--- config.mk ---
export PLATFORM = sky130hd
export DESIGN_NAME = round_sequencer
export DESIGN_NICKNAME = d
export VERILOG_FILES = /design/src/rtl/round_sequencer_pkg.sv /design/src/rtl/round_sequencer_push_sync.sv /design/src/rtl/round_sequencer.sv
export SDC_FILE = /design/constraint.sdc
export NUM_CORES = 1
export LEC_CHECK = 0
export BUFFER_PORTS_ARGS = -buffer_cell sky130_fd_sc_hd__buf_2
export CELL_PAD_IN_SITES_DETAIL_PLACEMENT = 1
export CELL_PAD_IN_SITES_GLOBAL_PLACEMENT = 2
export CORE_ASPECT_RATIO = 1.25
export CORE_MARGIN = 3
export CORE_UTILIZATION = 42
export DETAILED_ROUTE_END_ITERATION = 12
export MAX_ROUTING_LAYER = met4
export PLACE_DENSITY = 0.9
export SETUP_SLACK_MARGIN = 0.02
export SYNTH_ARGS = -nofsm -noshare
export SYNTH_HDL_FRONTEND = slang
export SYNTH_SLANG_ARGS = --single-unit
--- constraint.sdc ---
create_clock -name clk -period 3.66 [get_ports clk]
set_input_delay 0.183 -clock clk [delete_from_list [all_inputs] [get_ports clk]]
set_output_delay 0.183 -clock clk [all_outputs]
set_load 0.1 [all_outputs]
--- src/rtl/round_sequencer_pkg.sv ---
`default_nettype none
// ============================================================================
//  Module      : round_sequencer_pkg
//  Description : Shared definitions for the tug-of-war round sequencer:
//                FSM state encoding, scorer win patterns, and LFSR
//                seed/taps with a single-step helper function.
//  Revision    : 1.0 - initial release
// ============================================================================
package round_sequencer_pkg;

   typedef enum logic [2:0] {
      ST_ARM      = 3'd0,
      ST_WAIT     = 3'd1,
      ST_LIGHT    = 3'd2,
      ST_RESULT   = 3'd3,
      ST_GAMEOVER = 3'd4
   } state_t;

   // Scorer display patterns {L3..R3} that mark a finished game
   localparam logic [6:0] c_score_wl = 7'b1110000;
   localparam logic [6:0] c_score_wr = 7'b0000111;

   // x^8 + x^6 + x^5 + x^4 + 1 : feedback from bits 7,5,4,3
   localparam logic [7:0] c_lfsr_seed = 8'h01;
   localparam logic [7:0] c_lfsr_taps = 8'b1011_1000;

   function automatic logic [7:0] lfsr_next(input logic [7:0] v);
      return {v[6:0], ^(v & c_lfsr_taps)};
   endfunction

   function automatic logic is_win_pattern(input logic [6:0] s);
      return (s == c_score_wl) || (s == c_score_wr);
   endfunction

endpackage
`default_nettype wire

--- src/rtl/round_sequencer_push_sync.sv ---
`default_nettype none
// ============================================================================
//  Module      : round_sequencer_push_sync
//  Description : Synchronises one raw push button and produces a registered
//                one-cycle pulse on its rising edge.
//  Ports       : clk, rst_n   - clock, async active-low reset
//                i_pb         - raw asynchronous button (active high)
//                o_level      - synchronised button level
//                o_push       - one-cycle pulse, SYNC_STAGES cycles after
//                               the edge that first samples i_pb high
//  Revision    : 1.0 - initial release
// ============================================================================
module round_sequencer_push_sync #(
   parameter int SYNC_STAGES = 2
) (
   input  logic clk,
   input  logic rst_n,
   input  logic i_pb,
   output logic o_level,
   output logic o_push
);

   logic [SYNC_STAGES-1:0] r_sync;
   logic                   r_prev;
   logic                   r_push;

   always_ff @(posedge clk or negedge rst_n) begin
      if (!rst_n) begin
         r_sync <= '0;
         r_prev <= 1'b0;
         r_push <= 1'b0;
      end else begin
         r_sync <= {r_sync[SYNC_STAGES-2:0], i_pb};
         r_prev <= r_sync[SYNC_STAGES-1];
         // Registered edge so the pulse lands exactly SYNC_STAGES edges
         // after the sampling edge; a held button never re-fires.
         r_push <= r_sync[SYNC_STAGES-1] & ~r_prev;
      end
   end

   assign o_level = r_sync[SYNC_STAGES-1];
   assign o_push  = r_push;

endmodule
`default_nettype wire

--- src/rtl/round_sequencer.sv ---
`default_nettype none
// ============================================================================
//  Module      : round_sequencer
//  Description : Sequences each tug-of-war round: arm, pseudo-random
//                lights-off delay, lights on, first-push arbitration, then a
//                hold period for display. Stops once the scorer shows a win.
//  Ports       : clk, rst_n    - clock, async active-low reset
//                i_pb_l/i_pb_r - raw push buttons (async, active high)
//                i_score[6:0]  - scorer display {L3..R3}
//                o_leds_on     - lights on (registered)
//                o_winrnd      - one-cycle pulse, push accepted (registered)
//                o_right       - with o_winrnd: 1 = right was first
//                o_game_over   - high while the game is over (registered)
//  Revision    : 1.0 - initial release
// ============================================================================
module round_sequencer
   import round_sequencer_pkg::*;
#(
   parameter int SYNC_STAGES = 2,
   parameter int CNT_W       = 16,
   parameter int DELAY_MIN   = 1000,
   parameter int DELAY_SHIFT = 4,
   parameter int HOLD_CYCLES = 5000
) (
   input  logic       clk,
   input  logic       rst_n,
   input  logic       i_pb_l,
   input  logic       i_pb_r,
   input  logic [6:0] i_score,
   output logic       o_leds_on,
   output logic       o_winrnd,
   output logic       o_right,
   output logic       o_game_over
);

   // ------------------------------------------------------------------
   // Elaboration-time parameter sanity
   // ------------------------------------------------------------------
   localparam longint c_max_delay = longint'(DELAY_MIN) + (longint'(255) << DELAY_SHIFT);
   localparam longint c_cnt_max   = (longint'(1) << CNT_W) - 1;

   if (SYNC_STAGES < 2) begin : g_chk_sync
      $error("round_sequencer: SYNC_STAGES must be >= 2");
   end
   if (c_max_delay > c_cnt_max) begin : g_chk_delay
      $error("round_sequencer: DELAY_MIN + (255 << DELAY_SHIFT) overflows CNT_W");
   end
   if (longint'(HOLD_CYCLES) > c_cnt_max) begin : g_chk_hold
      $error("round_sequencer: HOLD_CYCLES overflows CNT_W");
   end

   // ------------------------------------------------------------------
   // Button synchronisers
   // ------------------------------------------------------------------
   logic w_lvl_l, w_lvl_r, w_push_l, w_push_r;

   round_sequencer_push_sync #(.SYNC_STAGES(SYNC_STAGES)) u_sync_l (
      .clk     (clk),
      .rst_n   (rst_n),
      .i_pb    (i_pb_l),
      .o_level (w_lvl_l),
      .o_push  (w_push_l)
   );

   round_sequencer_push_sync #(.SYNC_STAGES(SYNC_STAGES)) u_sync_r (
      .clk     (clk),
      .rst_n   (rst_n),
      .i_pb    (i_pb_r),
      .o_level (w_lvl_r),
      .o_push  (w_push_r)
   );

   // ------------------------------------------------------------------
   // State
   // ------------------------------------------------------------------
   state_t           r_state, w_state_nxt;
   logic [CNT_W-1:0] r_cnt, w_cnt_nxt;
   logic [7:0]       r_lfsr;
   logic             r_tie, w_tie_nxt;
   logic             r_leds_on, w_leds_nxt;
   logic             r_winrnd, w_winrnd_nxt;
   logic             r_right, w_right_nxt;
   logic             r_game_over, w_game_nxt;

   logic             w_any_push;
   logic             w_both_push;
   logic [CNT_W-1:0] w_delay_load;
   logic [CNT_W-1:0] w_hold_load;

   assign w_any_push   = w_push_l | w_push_r;
   assign w_both_push  = w_push_l & w_push_r;
   assign w_delay_load = CNT_W'(DELAY_MIN) + (CNT_W'(r_lfsr) << DELAY_SHIFT);
   assign w_hold_load  = CNT_W'(HOLD_CYCLES);

   always_ff @(posedge clk or negedge rst_n) begin
      if (!rst_n) begin
         r_state     <= ST_ARM;
         r_cnt       <= '0;
         r_lfsr      <= c_lfsr_seed;
         r_tie       <= 1'b0;
         r_leds_on   <= 1'b0;
         r_winrnd    <= 1'b0;
         r_right     <= 1'b0;
         r_game_over <= 1'b0;
      end else begin
         r_state     <= w_state_nxt;
         r_cnt       <= w_cnt_nxt;
         r_lfsr      <= lfsr_next(r_lfsr);
         r_tie       <= w_tie_nxt;
         r_leds_on   <= w_leds_nxt;
         r_winrnd    <= w_winrnd_nxt;
         r_right     <= w_right_nxt;
         r_game_over <= w_game_nxt;
      end
   end

   // Next-state and next-output logic. Outputs are computed for the state
   // being entered so the registered outputs line up with r_state.
   always_comb begin
      w_state_nxt  = r_state;
      w_cnt_nxt    = r_cnt;
      w_tie_nxt    = r_tie;
      w_leds_nxt   = r_leds_on;
      w_winrnd_nxt = 1'b0;
      w_right_nxt  = r_right;
      w_game_nxt   = 1'b0;

      case (r_state)
         ST_ARM: begin
            w_leds_nxt = 1'b0;
            // A button still held from the last round keeps us here
            if (!w_lvl_l && !w_lvl_r) begin
               w_state_nxt = ST_WAIT;
               w_cnt_nxt   = w_delay_load;
            end
         end

         ST_WAIT: begin
            w_leds_nxt = 1'b0;
            // Jump-the-light: a push beats an expiring counter
            if (w_any_push) begin
               w_winrnd_nxt = 1'b1;
               w_right_nxt  = w_both_push ? r_tie : w_push_r;
               w_state_nxt  = ST_RESULT;
               w_cnt_nxt    = w_hold_load;
            end else if (r_cnt == '0) begin
               w_state_nxt = ST_LIGHT;
               w_leds_nxt  = 1'b1;
            end else begin
               w_cnt_nxt = r_cnt - 1'b1;
            end
         end

         ST_LIGHT: begin
            w_leds_nxt = 1'b1;
            if (w_any_push) begin
               w_winrnd_nxt = 1'b1;
               w_right_nxt  = w_both_push ? r_tie : w_push_r;
               // Alternate tie winner so neither side is favoured
               if (w_both_push) begin
                  w_tie_nxt = ~r_tie;
               end
               w_state_nxt = ST_RESULT;
               w_cnt_nxt   = w_hold_load;
            end
         end

         ST_RESULT: begin
            // leds_on holds the winrnd-cycle value via the default
            if (r_cnt == '0) begin
               w_leds_nxt = 1'b0;
               if (is_win_pattern(i_score)) begin
                  w_state_nxt = ST_GAMEOVER;
                  w_game_nxt  = 1'b1;
               end else begin
                  w_state_nxt = ST_ARM;
               end
            end else begin
               w_cnt_nxt = r_cnt - 1'b1;
            end
         end

         ST_GAMEOVER: begin
            w_leds_nxt = 1'b0;
            w_game_nxt = 1'b1;
         end

         default: begin
            w_state_nxt = ST_ARM;
            w_leds_nxt  = 1'b0;
         end
      endcase
   end

   assign o_leds_on   = r_leds_on;
   assign o_winrnd    = r_winrnd;
   assign o_right     = r_right;
   assign o_game_over = r_game_over;

endmodule
`default_nettype wire

=== Word-level counts from Yosys, hierarchy flattened ===
Index checks and enable logic that the tools add are counted.

* Register bits after elaboration: 40
* Input port bits: 11
* Word-level logic and storage cells: 69

* Add/sub/neg operators: 2
* Eq/ne operators: 10
* Multiplexer cells: 22
* Bitwise logic cells: 8
* Reduce and logical (&&, ||, !) cells: 13

{| class="wikitable"
|+ Operators with widths
! kind !! count
|-
| $mux 16 || 4
|-
| $pmux 16 s4 || 1
|-
| $mux 3 || 6
|-
| $logic_not 16->1 || 1
|-
| $sub 16x1->16 const B || 1
|-
| $pmux 3 s5 || 1
|-
| $add 10x12->13 const A || 1
|-
| $mux 1 || 8
|-
| $reduce_xor 8->1 || 1
|-
| $eq 7x3->1 const B || 1
|-
| $eq 7x7->1 const B || 1
|-
| $eq 3x2->1 const B || 2
|-
| $ne 2x2->1 const B || 3
|-
| $reduce_and 3->1 || 2
|-
| $reduce_and 5->1 || 1
|-
| $not 1->1 || 4
|-
| $reduce_bool 4->1 || 1
|-
| $and 1x1->1 || 3
|-
| $eq 3x1->1 const B || 1
|-
| $eq 3x3->1 const B || 1
|-
| $logic_not 3->1 || 1
|-
| $ne 3x3->1 const B || 1
|-
| $pmux 1 s3 || 1
|-
| $logic_not 1->1 || 2
|-
| 6 further kinds || 6
|}

=== Logic depth before layout (Yosys ltp) ===
Gate-level depths: netlist of run 1.

* Depth in word-level cells: 5
* Depth in mapped cells: 7

=== Modules after synthesis ===
From an unflattened synthesis of run 1, not the netlist that was laid out.

* Cells, all modules: 203
* Area, all modules: 2085.8 µm²

{| class="wikitable"
|+ By module, submodules not included
! module !! instances !! cells an instance !! area an instance (µm²)
|-
| round_sequencer || 1 || 193 || 1858.0
|-
| round_sequencer_push_sync || 2 || 5 || 113.9
|}

=== Worst setup path after synthesis of run 1 ===
OpenSTA, ideal clock, no wires.

* Path kind: register to register
* Start: register r_cnt[0]
* End: register r_cnt[3]
* Setup time: 0.140 ns
* Arrival: 2.061 ns
* Setup slack: 1.459 ns
* Stages on the path, launching flop included: 8
* Buffers on the path: 1
* Period minus slack after synthesis: 2.201 ns
* Path through: dfrtp_1 > inv_1 > ha_1 > or3b_2 > buf_4 > or4_4 > a21oi_1 > o221ai_1

* Cells in the longest elaborated chain, start to end: 4

{| class="wikitable"
|+ Ends and longest elaborated chain
! what !! line !! source
|-
| start, declared || round_sequencer.sv:77 || <nowiki>logic [CNT_W-1:0] r_cnt, w_cnt_nxt;</nowiki>
|-
| start signal, assigned || round_sequencer.sv:107 || <nowiki>r_cnt <= w_cnt_nxt;</nowiki>
|-
| $sub 16x1->16 or $logic_not 16->1 (tied branches) || n/a ||
|-
| $mux 16 (*) || round_sequencer.sv:146, round_sequencer.sv:170 ||
|-
| $mux 16 || round_sequencer.sv:141 || <nowiki>if (w_any_push) begin</nowiki>
|-
| $pmux 16 s4 (*) || round_sequencer.sv:128 || <nowiki>case (r_state)</nowiki>
|}

Every way passes the cells marked *; elsewhere a longest branch is shown, timed or not.
A chain may end at the register's enable or synchronous reset.

=== Worst setup path after layout of run 1 ===
Ends and elaborated chain as after synthesis.

==> impl_metrics.csv, run 1 <==
group,metric,value,unit
power,ir_drop,0.000277,V
drt,dr.pass1.iters,4,
logic_synthesis,avgSynthCellArea,10.2,sq um
critical_path,ff2ff_setup_slack,1.33,ns
clock_network,clk_pin_slew,0.08,ns
sta,worst_pin_slew,0.989,ns
critical_path,r2r-start,"r_cnt[0]",
power,powerDensity,512,mW/mm^2
logic_synthesis,syn_inst,209,
logic_synthesis,yosysTopAreaCell,"dfrtp_1",
layout,final_common_cell,"dfrtp_1",
drt,wl,5.23,mm
layout,finalNetCount,240,
floorplanning,num_io_pins,15,
sta,hold_viol,0,
critical_path,worstSetupPathType,"register to register",
logic_synthesis,synth_area_leaders,"dfrtp_1, nor4_1, nor2_1",
clock_network,insertion_delay,0.29,ns
clock_network,cts_tree,"yes",
logic_synthesis,ys_warn_count,0,
power,leakagePower,0.977,nW
floorplanning,rows,28,
sta,slew_headroom,33.6,%
layout,syn2layout_area_growth,11.9,%
drt,ant_nets,0,
drt,num_vias,1784,
clock_network,clk_path_buf_depth,2,
place,dpl.hpwl,3.76,mm
clock_network,cts_setup_buffers,0,
critical_path,worstPathArrival,2.48,ns
critical_path,crit_path_start_kind,"register",
run,cap_violations,0,
floorplanning,fp.coreArea,0.00483,sq mm
logic_synthesis,post_synth_num_cell_types,53,
floorplanning,dieHeight,85.6,um
logic_synthesis,async_reset_ff_share,100,%
sta,finalSetupViolations,0,
clock_network,htreeDepth,2,
sta,finalCritPeriodShare,63.8,%
layout,drive_above_1_share,16.3,%
global_routing,grt_start_max_net_pins,41,
logic_synthesis,synth_area,0.00213,sq mm
clock_network,numClockSinks,40,
place,portBuffers,14,
logic_synthesis,ys.flop_type,"dfrtp_1",
critical_path,crit_required,3.80,ns
drt,drc,0,
drt,wl_per_cell,18.2,um
global_routing,grt_usage,20.2,%
sta,rsz0062_at_grt,"no",
place,place_inst,277,
outcome,status,"finished clean",
global_routing,grt_pass1_wl,9.49,mm
clock_network,cts-resized-gates,0,
sta,finClkSkew,0.00720,ns
clock_network,cts_buffers,5,
critical_path,ff2ff_path_depth,6,
min_path,hp-class,"input pin to async pin",
clock_network,root_buffer,"clkbuf_8",
logic_synthesis,synth_fp_nets,223,
layout,final_cells,287,
critical_path,cp-end-kind,"register",
floorplanning,die_area,0.00597,sq mm
critical_path,endpoint,"r_cnt[3]",
sta,setup_tns,0,ns
logic_synthesis,ys_seq_elements,40,
floorplanning,die_w,69.7,um
critical_path,startpoint,"r_cnt[0]",
floorplanning,start_util,44.1,%
drt,vias_per_cell,6.22,
critical_path,cp_max_fo,9,
global_routing,grt_overflow,0,
layout,num_antenna_cells,0,
logic_synthesis,synth-edff-count,0,
layout,final_cell_mix,"dfrtp_1, nor2_1, buf_2",
global_routing,antenna_found_initial,0,
critical_path,r2r_end,"r_cnt[3]",
sta,drv_slew,0,
sta,whs,0.0125,ns
sta,fmax,0.429,GHz
logic_synthesis,ys_seq_area_share,47.0,%
sta,post-route-min-period,2.33,ns
place,finalWeightedCongestion,0.828,
layout,fin_util,49.3,%
drt,drt_iter0_drc,118,
global_routing,grt_pass1_vias,1862,
logic_synthesis,synth_top_area_share,45.8,%
synth_stat cells (all sizes together) (2+ instances only):
cell type / count
nand2b: 2
o211ai: 3
buf: 5
nor3: 7
xnor2: 5
o21ai: 13
clkbuf: 3
nand4: 7
mux2i: 2
a221o: 3
or2: 2
inv: 9
or4b: 2
o2bb2ai: 2
a21oi: 8
a32o: 3
nor2b: 2
nor2: 16
a211oi: 5
or4: 6
nor4: 13
ha: 3
a32oi: 2
a311oi: 3
nor3b: 3
o311ai: 3
nand3: 8
xor2: 3
nand2: 7
dfrtp: 39
or3: 5
power breakdown:
group          total (mW)  switching (mW)  internal (mW)
combinational       0.265           0.166         0.0982
clock               0.390           0.149          0.241
sequential          0.566          0.0707          0.495
registers in the layout, summed over array words and instances, names as in the netlist, 2 cells and up:
name	count
r_cnt	16
r_lfsr	8
r_state	3
u_sync_l.r_sync	2
u_sync_r.r_sync	2
routing by layer:
metal	global-route usage, %	up-vias	wire [um]
li1	-	845	-
met1	27.5	898	2410
met2	31.8	36	2590
met3	3.75	5	182
met4	4.53	0	42
met5	-	-	0
worst max-delay path: stages (launching register included):
cell and delay (ns):
dfrtp_1 0.43, inv_1 0.08, ha_1 0.19, or3b_2 0.58, or4_4 0.62, a21oi_1 0.15
o221ai_1 0.13
area by class of cell:
| class | instances | area [sq um] |
|---|---|---|
| clock buffer | 7 | 96.3 |
| tap | 60 | 75.1 |
| multi-input combinational | 152 | 1040 |
| timing repair buffer | 18 | 105 |
| fill | 554 | 2450 |
| sequential | 40 | 1000 |
| inverter | 9 | 33.8 |
| clock inverter | 1 | 30.0 |
cell families after synthesis:
| logic type | Yosys count | synth area share (%) |
|---|---|---|
| buf+inv | 17 | 4.11 |
| simple gates | 85 | 24.4 |
| xor+xnor | 8 | 3.29 |
| compound gates | 54 | 18.4 |
| mux | 2 | 0.940 |
| fa+ha+maj | 3 | 1.76 |
| flops | 40 | 47.0 |
worst min path at each step:
stage | end | slack [ns] | depth (start not counted)
2_1_floorplan | o_game_over | -0.11 | 0
3_3_place_gp | u_sync_l.r_sync[0] | 0.29 | 1
3_5_place_dp | u_sync_l.r_sync[0] | 0.30 | 1
4_1_cts | r_cnt[2] | 0.04 | 1
5_1_grt | r_cnt[12] | 0.07 | 1
6_report | r_cnt[12] | 0.01 | 1
repair_timing:
| action | CTS | global route |
|---|---|---|
| hold buffers | 2 | 0 |
| endpoints found under the setup margin | 0 | 0 |
| hold endpoints to repair | 2 | 0 |
stage by stage:
stage	power [mW]	setup WS (ns)	instance area, sq um
floorplan	0.763	1.46	2130
global placement	0.827	1.38	2240
detailed placement	0.832	1.32	2240
CTS	1.23	1.32	2380
global route	1.30	1.13	2380
finish	1.22	1.33	2380
Power figures use the tool's default switching activity.
==> run 2: changes to the inputs <==
Settings changed: CORE_UTILIZATION 42 to 39, PLACE_DENSITY 0.9 to 0.85.
Clock period 3.66 ns to 2.4 ns, I/O delays scaled along.
==> run 2 against run 1 <==
Net effect: combinational power grew 82%; largest power group unchanged; critical path type unchanged; register-to-register slack lost 1.1 ns; wire length grew 9.2%; highest routed layer unchanged.
==> impl_metrics.csv, run 2 (same netlist as run 1, synthesis figures left out) <==
group,metric,value,unit
layout,final_cells,302,
critical_path,crit_path_start_kind,"register",
critical_path,crit_required,2.63,ns
sta,setup_tns,0,ns
sta,hold_viol,0,
place,dpl_worst_slack,0.174,ns
place,finalWeightedCongestion,0.875,
sta,setup_ws,0.192,ns
floorplanning,die_w,72.1,um
clock_network,clk_path_buf_depth,2,
sta,slew_headroom,39.7,%
critical_path,critPathTopFamily,"simple AND/OR/NAND/NOR gates",
critical_path,worstSetupPathType,"register to register",
clock_network,root_buffer,"clkbuf_8",
layout,finalNetCount,253,
floorplanning,dieHeight,88.6,um
drt,drc,0,
layout,drive_above_1_share,21.3,%
clock_network,numClockSinks,40,
sta,worst_pin_slew,0.905,ns
critical_path,cp_slowest_cell,"or3b_2",
layout,final_cell_mix,"dfrtp_1, nor2_1, buf_2, buf_4, nor4_1",
layout,top_regs,"r_cnt (16), r_lfsr (8), r_state (3)",
drt,vias_per_cell,6.15,
power,powerDensity,761,mW/mm^2
critical_path,cpPeakStageDelay,0.46,ns
global_routing,grt_usage,20.4,%
power,p_total,1.89,mW
layout,num_antenna_cells,0,
layout,regMostFlops,"r_cnt",
drt,ant_nets,0,
sta,finalSetupViolations,0,
place,place_inst,291,
global_routing,antenna_found_initial,0,
sta,finalCritPeriodShare,92.0,%
floorplanning,fp.coreArea,0.00519,sq mm
sta,post-route-min-period,2.21,ns
clock_network,clk_pin_slew,0.08,ns
power,leakagePower,1.03,nW
drt,dr.pass1.iters,4,
sta,fmax,0.453,GHz
layout,syn2layout_area_growth,16.5,%
drt,drt_iter0_drc,146,
place,place_area,0.00233,sq mm
clock_network,cts_buffers,5,
layout,final_common_cell,"dfrtp_1",
critical_path,path_buf_inv,2,
drt,wl,5.71,mm
layout,largest_reg_flops,16,
clock_network,insertion_delay,0.30,ns
sta,whs,0.219,ns
clock_network,htreeDepth,2,
drt,wl_per_cell,18.9,um
sta,finClkSkew,0.00871,ns
outcome,status,"finished clean",
global_routing,grt_start_max_net_pins,41,
floorplanning,rows,29,
critical_path,cp-end-kind,"register",
drt,num_vias,1856,
sta,rsz0062_at_grt,"no",
min_path,hp-class,"input pin to register",
global_routing,grt_pass1_vias,1903,
power,ir_drop,0.000399,V
sta,drv_slew,0,
run,cap_violations,0,
critical_path,path_cells,"inv_1 > ha_2 > or3b_2 > buf_4 > nor4_4 > a21oi_1 > mux2i_1",
clock_network,cts_tree,"yes",
floorplanning,num_io_pins,15,
place,portBuffers,14,
layout,fin_util,47.8,%
critical_path,cp_max_fo,8,
layout,design_area,0.00248,sq mm
floorplanning,start_util,41.1,%
global_routing,grt_pass1_wl,9.69,mm
clock_network,cts_setup_buffers,0,
global_routing,grt_overflow,0,
place,dpl.hpwl,4.16,mm
floorplanning,die_area,0.00639,sq mm
critical_path,worstPathArrival,2.44,ns
==> run 2: cell count changes in the layout (fill, tap and decap cells not counted), sizes merged <==
| cell | change |
|---|---|
| buf | +12 |
| clkbuf | -1 |
| clkinv | +1 |
| dlygate4sd3 | +1 |
==> run 2: where the power goes <==
group	switching, mW	internal [mW]	total [mW]	leakage [nW]
clock	0.246	0.309	0.555	0.0552
sequential	0.0973	0.755	0.852	0.497
combinational	0.286	0.196	0.482	0.478
==> run 2: area by class of cell <==
cell class / count / area (sq um)
Sequential cell: 40 / 1000
Fill cell: 597 / 2710
Clock inverter: 2 / 35.0
Inverter: 9 / 33.8
Clock buffer: 6 / 72.6
Multi-Input combinational cell: 152 / 1060
Timing Repair Buffer: 31 / 205
Tap cell: 62 / 77.6
==> run 2: what timing repair did <==
action	4_1_cts	5_1_grt
resized for setup	0	3
hold buffers	3	0
endpoints found under the hold margin	41	0
setup endpoints to repair	0	3
==> run 2: worst register-to-register path: cells and delay by family, from the launching register on <==
family                     cells  cell delay (ns)
buffers and inverters          2             0.29
and+or+nand+nor                2             0.87
muxes                          1             0.16
AOI/OAI and AO/OA              1             0.19
adders and majority gates      1             0.21
DFF                            1             0.42
==> run 2: path summary, 6_finish.rpt <==
check | start | endpoint | slack [ns] | cells after the start
setup / recovery | r_cnt[1] | r_cnt[0] | 0.19 | 7
hold / removal | i_score[3] | o_game_over | 0.22 | 3
setup reg to reg | r_cnt[1] | r_cnt[0] | 0.19 | 7
hold reg to reg | u_sync_r.r_sync[0] | u_sync_r.r_sync[1] | 0.36 | 0
max in group asynchronous | rst_n | r_cnt[7] | 1.35 | 2
min in group asynchronous | rst_n | r_cnt[13] | 0.47 | 2
==> run 2: layer usage <==
layer	vias up	wire length, um	share of wire, %	global-route usage, %
met3	10	117	2.0	2.84
met2	19	3000	52	34.7
met1	956	2490	44	24.3
met5	-	0	0	-
li1	871	-	-	-
met4	0	105	1.8	7.52
==> run 3: changes to the inputs <==
Settings changed: CORE_UTILIZATION 39 to 42, PLACE_DENSITY 0.85 to 0.9.
Clock period 2.4 ns to 2.77 ns, I/O delays scaled along.
==> run 3 against run 2 <==
Net effect: wire length down 0.58%; core utilization increased by 2.4 points; non-clock buffer count is 6 lower; combinational power decreased by 23%; fmax fell by 5.9%; highest routed layer unchanged.
==> impl_metrics.csv, run 3 (same netlist as run 1, synthesis figures left out) <==
group,metric,value,unit
drt,wl_per_cell,19.3,um
layout,final_cell_mix,"dfrtp_1, nor2_1, buf_2",
layout,top_regs,"r_cnt (16), r_lfsr (8), r_state (3)",
place,dpl.hpwl,4.04,mm
layout,design_area,0.00243,sq mm
clock_network,cts_buffers,5,
sta,finalCritPeriodShare,84.7,%
run,cap_violations,0,
sta,worst_pin_slew,0.900,ns
sta,finClkSkew,0.00526,ns
floorplanning,die_w,69.7,um
clock_network,clk_path_buf_depth,2,
critical_path,worstPathArrival,2.51,ns
drt,dr.pass1.iters,4,
clock_network,numClockSinks,40,
drt,drt_iter0_drc,112,
layout,syn2layout_area_growth,13.9,%
drt,wl,5.68,mm
drt,wl_met2,2.86,mm
power,ir_drop,0.000322,V
clock_network,htreeDepth,2,
sta,hold_viol,0,
global_routing,grt_pass1_wl,9.88,mm
floorplanning,fp.coreArea,0.00483,sq mm
floorplanning,num_io_pins,15,
layout,final_common_cell,"dfrtp_1",
drt,vias_per_cell,6.23,
place,dpl_worst_slack,0.446,ns
drt,wl_met3,138,um
global_routing,grt_start_max_net_pins,41,
place,place_area,0.00228,sq mm
clock_network,clk_pin_slew,0.08,ns
drt,drc,0,
layout,fin_util,50.2,%
clock_network,root_buffer,"clkbuf_8",
floorplanning,die_area,0.00597,sq mm
global_routing,grt_overflow,0,
global_routing,grt_usage,21.3,%
sta,rsz0062_at_grt,"no",
drt,ant_nets,0,
power,p_sw_share,33.9,%
power,powerDensity,667,mW/mm^2
drt,num_vias,1832,
min_path,hp-class,"input pin to register",
power,seqPwrFrac,46.4,%
layout,drive_above_1_share,18.4,%
power,p_int,1.07,mW
clock_network,insertion_delay,0.30,ns
power,p_comb_share,22.8,%
clock_network,cts_setup_buffers,0,
drt,top_layer,"met4",
outcome,status,"finished clean",
sta,finalSetupViolations,0,
place,finalWeightedCongestion,0.809,
layout,regMostFlops,"r_cnt",
place,portBuffers,14,
floorplanning,dieHeight,85.6,um
layout,finalNetCount,247,
sta,fmax,0.426,GHz
power,switchingPower,0.549,mW
global_routing,grt_pass1_vias,1959,
sta,setup_ws,0.423,ns
sta,setup_tns,0,ns
clock_network,cts_tree,"yes",
floorplanning,rows,28,
critical_path,cp-end-kind,"register",
drt,drt-met1-wl,2.58,mm
layout,fill_cells,556,
critical_path,crit_required,2.93,ns
sta,drv_slew,0,
sta,slew_headroom,40.0,%
power,p_total,1.62,mW
layout,largest_reg_flops,16,
floorplanning,start_util,44.1,%
power,leakagePower,1.00,nW
critical_path,worstSetupPathType,"register to register",
sta,post-route-min-period,2.35,ns
layout,num_antenna_cells,0,
global_routing,antenna_found_initial,0,
power,clock_power_share,30.8,%
critical_path,cp_max_fo,9,
critical_path,crit_path_start_kind,"register",
-- run 3: area by class of cell --
| class | instances | area, sq um | area share [%] |
|---|---|---|---|
| multi-input combinational | 152 | 1040 | 42.9 |
| sequential | 40 | 1000 | 41.3 |
| timing repair buffer | 25 | 160 | 6.60 |
| tap | 60 | 75.1 | 3.09 |
| clock buffer | 5 | 68.8 | 2.84 |
| clock inverter | 3 | 46.3 | 1.91 |
| inverter | 9 | 33.8 | 1.39 |
-- run 3: final timing paths --
kind,slack (ns),start,cells after the start,endpoint
max,0.42,r_cnt[0],6,r_cnt[3]
min in group asynchronous,0.50,rst_n,2,r_cnt[13]
max reg2reg,0.42,r_cnt[0],6,r_cnt[3]
max in group asynchronous,1.71,rst_n,2,u_sync_l.r_prev
min,0.23,i_score[3],3,r_state[2]
min reg2reg,0.37,u_sync_l.r_sync[0],0,u_sync_l.r_sync[1]
-- run 3: worst max-delay path, cell delays in order, from the launching register on --
cell and delay [ns]:
dfrtp_1 0.44, inv_1 0.08, ha_1 0.20, or3b_2 0.59
or4_4 0.62, a21oi_1 0.15, o221ai_1 0.13
-- run 3: power groups by stage --
stage                     registers, mW  logic (mW)  clock network (mW)
after global placement            0.752       0.356                   0
after global routing              0.765       0.411               0.535
final                             0.751       0.369               0.499
after detailed placement          0.760       0.360                   0
after floorplan                   0.771       0.237                   0
after CTS                         0.748       0.368               0.509
-- run 3: through the flow --
stage	instances	hold slack [ns]
5_1_grt	294	0.235
4_1_cts	294	0.231
3_3_place_gp	283	0.247
3_5_place_dp	283	0.253
6_report	294	0.232
2_1_floorplan	209	-0.157
-- run 3: metal layers --
metal	vias up	GRT usage [%]
met5	-	-
li1	861	-
met3	12	2.46
met4	0	8.89
met2	32	33.8
met1	927	28.0
-- run 3: repair_timing --
action,in CTS,in global routing
hold endpoints to repair,6,0
hold buffers,3,0
resized for setup,0,0
